$ cat src/rtl/clk_period_meter.sv
// clk_period_meter
//   Recovers the division ratio of a divided or slow clock by measuring the
//   high and low phase lengths of sig_in in cycles of clk. It reports phase
//   and period counts, a lock flag and a stall timeout.
//
//   Optional feature macro: CLK_MEAS_FILTER_EN
//     When defined, the synchronised input passes through a FILT_LEN-deep
//     agreement filter before edge detection (pulses shorter than FILT_LEN
//     cycles are ignored, latency grows by FILT_LEN cycles).
//
// Ports
//   clk         in   1        system clock, rising edge
//   reset       in   1        asynchronous, active-low, clears all state
//   sig_in      in   1        measured signal, may be asynchronous to clk
//   high_cnt    out  CNT_W    last complete high-phase length (clk cycles)
//   low_cnt     out  CNT_W    last complete low-phase length (clk cycles)
//   period      out  CNT_W+1  high_cnt + low_cnt, updated with meas_valid
//   meas_valid  out  1        one-cycle pulse: new period available
//   locked      out  1        LOCK_N consecutive identical periods seen
//   timeout     out  1        no sig_in edge for MAX_CNT cycles
//
// FSM states
//   state | meaning
//   IDLE  | waiting for the first edge; the partial phase before it is dropped
//   PH1   | one edge seen, the next edge closes the first full phase
//   PH2   | one phase captured, the next edge closes the other and reports
//   RUN   | steady state: fall updates high_cnt, rise updates low_cnt + period
module clk_period_meter #(
  parameter int MAX_CNT  = 1024,
  parameter int CNT_W    = $clog2(MAX_CNT + 1),
  parameter int LOCK_N   = 4,
  parameter int FILT_LEN = 3
) (
  input  logic             clk,
  input  logic             reset,
  input  logic             sig_in,
  output logic [CNT_W-1:0] high_cnt,
  output logic [CNT_W-1:0] low_cnt,
  output logic [CNT_W:0]   period,
  output logic             meas_valid,
  output logic             locked,
  output logic             timeout
);

  localparam int EQ_W = $clog2(LOCK_N + 1);
  localparam logic [CNT_W-1:0] CNT_SAT  = CNT_W'(MAX_CNT);
  localparam logic [EQ_W-1:0]  EQ_LOCK  = EQ_W'(LOCK_N - 1);

  typedef enum logic [1:0] {IDLE, PH1, PH2, RUN} state_t;

  state_t           state;
  logic             sync_q1;
  logic             s;
  logic             s_filt;
  logic             s_prev;
  logic             rise;
  logic             fall;
  logic             edge_det;
  logic [CNT_W-1:0] ph_cnt;
  logic [EQ_W-1:0]  eq_cnt;
  logic [EQ_W-1:0]  eq_next;
  logic [CNT_W:0]   per_rise;
  logic [CNT_W:0]   per_fall;

  always_ff @(posedge clk or negedge reset) begin
    if (!reset) begin
      sync_q1 <= 1'b0;
      s       <= 1'b0;
    end else begin
      sync_q1 <= sig_in;
      s       <= sync_q1;
    end
  end

`ifdef CLK_MEAS_FILTER_EN
  // The window is the current sample plus the FILT_LEN-1 previous ones; the
  // filtered level only moves once the whole window agrees.
  logic [FILT_LEN-2:0] filt_sr;
  logic [FILT_LEN-1:0] filt_win;

  assign filt_win = {filt_sr, s};

  always_ff @(posedge clk or negedge reset) begin
    if (!reset) begin
      filt_sr <= '0;
      s_filt  <= 1'b0;
    end else begin
      filt_sr <= filt_win[FILT_LEN-2:0];
      if (&filt_win) begin
        s_filt <= 1'b1;
      end else if (~|filt_win) begin
        s_filt <= 1'b0;
      end
    end
  end
`else
  assign s_filt = s;
`endif

  always_ff @(posedge clk or negedge reset) begin
    if (!reset) begin
      s_prev <= 1'b0;
    end else begin
      s_prev <= s_filt;
    end
  end

  assign rise     = s_filt & ~s_prev;
  assign fall     = ~s_filt & s_prev;
  assign edge_det = rise | fall;

  // Period candidates using the phase closing in this cycle.
  assign per_fall = {1'b0, ph_cnt} + {1'b0, low_cnt};
  assign per_rise = {1'b0, high_cnt} + {1'b0, ph_cnt};

  always_comb begin
    eq_next = '0;
    if (per_rise == period) begin
      eq_next = (eq_cnt == EQ_LOCK) ? eq_cnt : eq_cnt + EQ_W'(1);
    end
  end

  always_ff @(posedge clk or negedge reset) begin
    if (!reset) begin
      state      <= IDLE;
      ph_cnt     <= '0;
      eq_cnt     <= '0;
      high_cnt   <= '0;
      low_cnt    <= '0;
      period     <= '0;
      meas_valid <= 1'b0;
      locked     <= 1'b0;
      timeout    <= 1'b0;
    end else begin
      meas_valid <= 1'b0;

      // An edge in the saturation cycle wins over the timeout.
      if (edge_det) begin
        ph_cnt  <= CNT_W'(1);
        timeout <= 1'b0;
      end else if (ph_cnt == CNT_SAT) begin
        timeout <= 1'b1;
        locked  <= 1'b0;
        eq_cnt  <= '0;
        state   <= IDLE;
      end else begin
        ph_cnt <= ph_cnt + CNT_W'(1);
      end

      if (edge_det) begin
        case (state)
          IDLE: state <= PH1;
          PH1: begin
            if (fall) high_cnt <= ph_cnt;
            else      low_cnt  <= ph_cnt;
            state <= PH2;
          end
          PH2: begin
            if (fall) begin
              high_cnt <= ph_cnt;
              period   <= per_fall;
            end else begin
              low_cnt  <= ph_cnt;
              period   <= per_rise;
            end
            // First period after IDLE has nothing to compare against.
            meas_valid <= 1'b1;
            eq_cnt     <= '0;
            locked     <= 1'b0;
            state      <= RUN;
          end
          RUN: begin
            if (fall) begin
              high_cnt <= ph_cnt;
            end else begin
              low_cnt    <= ph_cnt;
              period     <= per_rise;
              meas_valid <= 1'b1;
              eq_cnt     <= eq_next;
              locked     <= (eq_next == EQ_LOCK);
            end
          end
          default: state <= IDLE;
        endcase
      end
    end
  end

endmodule
$ cat config.mk
export PLATFORM = sky130hd
export DESIGN_NAME = clk_period_meter
export DESIGN_NICKNAME = d
export VERILOG_FILES = /design/src/rtl/clk_period_meter.sv
export SDC_FILE = /design/constraint.sdc
export NUM_CORES = 1
export LEC_CHECK = 0
export BUFFER_PORTS_ARGS = -buffer_cell sky130_fd_sc_hd__buf_2
export CORE_ASPECT_RATIO = 0.5
export CORE_MARGIN = 4
export CORE_UTILIZATION = 45
export DETAILED_ROUTE_END_ITERATION = 8
export MAX_ROUTING_LAYER = met4
export PLACE_DENSITY = 0.63
export SLEW_MARGIN = 20
export SYNTH_ARGS = -nofsm -noshare
export SYNTH_HDL_FRONTEND = slang
export SYNTH_SLANG_ARGS = --single-unit
export TNS_END_PERCENT = 30
$ cat constraint.sdc
create_clock -name clk -period 4.8 [get_ports clk]
set_clock_uncertainty 0.15 [all_clocks]
set_input_delay 0.24 -clock clk [delete_from_list [all_inputs] [get_ports clk]]
set_output_delay 0.24 -clock clk [all_outputs]
set_load 0.01 [all_outputs]
; Word-level counts from Yosys, hierarchy flattened
; Cells that the tools add are included.
; W data, S select, Z words.
[word_totals]
reg_bits = 56
latch_bits = 0
mem_bits_rw = 0
romBits = 0
in_bits = 3
output_inout_bits = 37
word_cells = 64
mem_count = 0
[classes]
n_addsub = 4
multipliers = 0
n_div = 0
magnitude_cmp = 0
n_eq_ne = 9
shift = 0
muxes = 26
bitwise = 6
reduce_logical = 7
[ops]
columns = cell, count
row1 = $add A11 B11 Y12, 2
row2 = $mux W12, 2
row3 = $pmux W12 S2, 1
row4 = $mux W11, 2
row5 = $mux W3, 6
row6 = $eq A12 B12 Y1, 1
row7 = $add A11 B1 Y11 const B, 1
row8 = $eq A11 B11 Y1 const B, 1
row9 = $reduce_and A3 Y1, 3
row10 = $mux W1, 8
row11 = $eq A3 B2 Y1 const B, 2
row12 = $mux W2, 3
row13 = $pmux W2 S3, 1
row14 = $pmux W3 S2, 1
row15 = $eq A2 B2 Y1 const B, 2
row16 = $ne A2 B2 Y1 const B, 2
row17 = $pmux W1 S2, 2
row18 = $reduce_bool A2 Y1, 2
row19 = $add A3 B1 Y3 const B, 1
row20 = $not A1 Y1, 3
row21 = $reduce_or A3 Y1, 1
row22 = $and A1 B1 Y1, 2
row23 = $eq A2 B1 Y1 const B, 1
row24 = $logic_not A2 Y1, 1
row25 = $or A1 B1 Y1, 1

; Logic depth before layout (Yosys ltp)
[logic_depth]
word_depth = 7
ltp_mapped = 11
depth_no_buf = 11

; Least setup slack after synthesis
; Ideal clock, no wire load.
[synth_path]
kind = register to register
start = register ph_cnt[0]
end = register eq_cnt[2]
setup_time_ns = 0.073
arrival_ns = 3.225
required_time_ns = 4.577
setup_slack_ns = 1.352
stages_incl_launch_ff = 12
n_path_buf = 0
synth_period_minus_slack_ns = 3.448
path_cell_list = dfrtp_1 -> ha_1 -> inv_1 -> fa_1 -> xor2_1 -> o32a_2 -> nand4_1 -> or4_1 -> or4_4 -> a2111oi_4 -> a31oi_1 -> nor2b_1
[synth_between]
elab_chain_len = 6
elab_cells_between_ends = 9
classes_between = 1 x add/sub / 2 x eq/ne / 6 x mux
[synth_lines]
columns = item, line_no
row1 = from (decl), 59  ; logic [CNT_W-1:0] ph_cnt;
row2 = from (signal assigned), 147  ; ph_cnt <= ph_cnt + CNT_W'(1);
row3 = $add A11 B11 Y12 / $eq A11 B11 Y1 (equally long branches), "114, 141"
row4 = $eq A12 B12 Y1 / $mux W3 (equally long branches), "118, 141"
row5 = "$mux W3, on equally long branches", "118, 138"
row6 = $mux W3, 173  ; if (fall) begin
row7 = $pmux W3 S2, 151  ; case (state)
row8 = $mux W3 (*), 150  ; if (edge_det) begin
row9 = to (signal assigned), 179  ; eq_cnt <= eq_next;
row10 = to (decl), 60  ; logic [EQ_W-1:0] eq_cnt;
; Mark *: on every way between the ends. The rest lies on a longest branch, timed or not.
; A chain may end at the register's enable or synchronous reset.

; Worst setup path in the final report
; Ends and elaborated chain as after synthesis.

==> summary.txt <==
Outcome
  – Outcome: completed

Timing
  – Max-slew violations: 0
  – Fmax: 253 MHz
  – Final setup fails: 0
  – Max_slew headroom: 50.1%
  – Final setup TNS: 0 ns
  – Final min period: 3.95 ns
  – Final worst-path cycle share: 82.3%
  – RSZ-0062 raised after global routing: false
  – Least-Margin Pin Slew: 0.746 ns
  – Final Hold Fails: 0

Placed design
  – GP Congestion: 0.847
  – Placed cell count: 539
  – Dpl hpwl: 6920 um
  – Number of port buffers: 39

Synth
  – EDFF count, synth: 0
  – Most used DFF post-synth: dfrtp_1
  – Synth Area in Compound Gates: 16.3%
  – Main combinational cell family by area after synthesis: simple AND/OR/NAND/NOR gates
  – Most instantiated cells after synthesis: dfrtp_1 (56), nand2_1 (37), ha_1 (29)
  – Post-synthesis cell area: 3860 um^2
  – Post-Syn Nets: 434
  – XOR/XNOR Fraction of Synth Area: 8.63%
  – Post-synthesis sequential area ratio: 36.3%
  – Count of cell types in the netlist: 60
  – Post-Synth Adder-Cell Area: 10.4%
  – Synth Area in Simple Gates: 17.1%
  – Synth top area share: 36.3%
  – Syn Inst Count: 400
  – Area leader, netlist: dfrtp_1
  – Ys Warns: 0
  – Yosys reg bits: 56
  – Post-synthesis mux area share: 7.49%
  – Top-count cell post-synth: dfrtp_1
  – Async set-reset flop share out of synthesis: 100%
  – Top post-synthesis cells by area: dfrtp_1 (36%), ha_1 (9.4%), mux2_2 (6.7%), xnor2_1 (5.2%), nand2_1 (3.6%)
  – Mean Syn Cell Area: 9.64 um^2

Worst setup path
  – Worst Path Arrival: 4.03 ns
  – CP Capture Type: flip-flop
  – Max FO, Critical Path: 9
  – WS Path Type: reg -> reg
  – Worst EP required: 4.88 ns
  – Type of origin of the critical path: flip-flop
  – Register-to-Register Path Depth: 11

Clock tree
  – CTS tree: done
  – Worst skew pair latency: 0.30 ns
  – # H-tree levels: 2
  – Max Root-Sink Buffers: 2
  – Num CTS Buffers: 5
  – Root buf cell: clkbuf_16
  – Post_cts resized: 0
  – Worst-path clk slew: 0.08 ns
  – CTS Sinks: 56

Routing
  – DR vias: 3,164
  – 1st-iter DRT viols: 256
  – Routed Antenna Nets: 0
  – Vias per cell: 5.76
  – WL final: 9290 um
  – First-pass DRT Iterations: 5
  – Wire per inst: 16.9 um
  – Residual DRC: 0

Finish
  – Final net count: 470
  – Share of layout cells above drive strength 1: 19.7%
  – Layout area overhead: 12.3%
  – Post-Layout Cell Count: 549
  – Diodes inserted: 0

Floorplanning
  – Placement Rows: 23
  – Die area: 10,200 um^2
  – Initial core utilization: 47.2%
  – Num ports: 40
  – Die W: 139 um
  – Die Y-Extent: 73.5 um
  – Core box area: 8170 um^2

Power and ir drop
  – Peak supply drop: 0.000191 V
  – Power, Total: 1850 uW
  – P per Cell Area: 426 nW/um^2
  – P_leak: 0.00210 uW

Min path
  – Worst hold path type: reg -> reg
  – WHS Path Cells: 0

Run
  – Max-cap check violation count: 0

Global routing
  – First-pass GRT wire length: 15,400 um
  – Largest net degree at the start of global routing: 57
  – Initial antenna violation count: 0
  – Total track usage: 19.6%
  – Total congestion overflow: 0
  – Via count of the first global-routing pass: 2,959
critical path, cell delays in order, from the launching register on:
cell and delay, ns:
dfrtp_1 0.51, ha_1 0.29, inv_1 0.08, fa_1 0.47, xnor2_1 0.14, nor4b_1 0.37, o311ai_0 0.19, or4_1 0.45
or4_4 0.56, a2111oi_4 0.38, a31oi_1 0.14, nor2b_1 0.15
routing by layer:
layer  vias to the layer above  GRT usage, %  routed length, um
met5                         -             -                  0
met4                         0          3.25                 59
met3                         6          3.45                526
met2                        82          28.7               3940
met1                      1559          28.9               4760
li1                       1517             -                  -
where the power goes:
| part | leakage [uW] | switching [uW] | total [uW] | internal, uW |
|---|---|---|---|---|
| registers | 0.000733 | 117 | 685 | 568 |
| logic | 0.00130 | 423 | 788 | 364 |
| clock network | 0.0000702 | 178 | 373 | 195 |
| total | 0.00210 | 718 | 1850 | 1130 |
state kept, by name, indices dropped and copies added (netlist names), 2 cells and up:
signal / flops
ph_cnt: 11
state: 2
period: 12
low_cnt: 11
eq_cnt: 3
high_cnt: 11
area by class of cell:
type / instances / area [um^2]
clock inverter: 3 / 21.3
fill: 776 / 3840
multi-input combinational: 309 / 2330
tap: 112 / 140
timing repair buffer: 45 / 245
sequential: 56 / 1400
inverter: 19 / 71.3
clock buffer: 5 / 125
logic make-up (layout without fill, tap and decap cells):
| family | after synthesis | after routing |
|---|---|---|
| and+or+nand+nor | 129 | 129 |
| AOI/OAI and AO/OA | 90 | 90 |
| DFF | 56 | 56 |
| buffers and inverters | 35 | 72 |
| xor gates and xnor gates | 33 | 33 |
| adders and majority gates | 31 | 31 |
| muxes | 26 | 26 |
per-stage QoR:
stage                     util (%)  setup slack (ns)  instance area (um^2)  hold slack [ns]
after floorplan                  -              1.35                  3860           -0.206
after CTS                     52.9             0.908                  4320            0.206
after global placement        50.9              1.06                  4160            0.184
after global routing          53.0             0.714                  4330            0.213
after detailed placement      50.9             0.947                  4160            0.188
final                         53.0             0.850                  4330            0.202
cell usage in the layout (no fill, tap or decap), types with 8 or more instances in the layout:
cell type and instances:
dfrtp_1 56, buf_2 39, nand2_1 37, ha_1 29
nor2_1 24, mux2_2 23, xnor2_1 23, a21oi_1 21
inv_1 19, o21ai_0 19, nand3_1 18, and2_1 10
a31oi_1 8
timing repair:
action	in CTS	in global routing
hold buffers	2	0
setup buffers	0	0
hold endpoints to repair	57	0
worst paths after layout:
check	to	slack (ns)	startpoint
min reg2reg	s$_DFF_PN0_	0.20	sync_q1$_DFF_PN0_
max	eq_cnt[2]$_DFF_PN0_	0.85	ph_cnt[0]$_DFFE_PN0P_
max in group asynchronous	period[8]$_DFFE_PN0P_	3.55	reset
max reg2reg	eq_cnt[2]$_DFF_PN0_	0.85	ph_cnt[0]$_DFFE_PN0P_
min	s$_DFF_PN0_	0.20	sync_q1$_DFF_PN0_
min in group asynchronous	low_cnt[3]$_DFFE_PN0P_	0.45	reset
(Power assumes the default switching activity.)
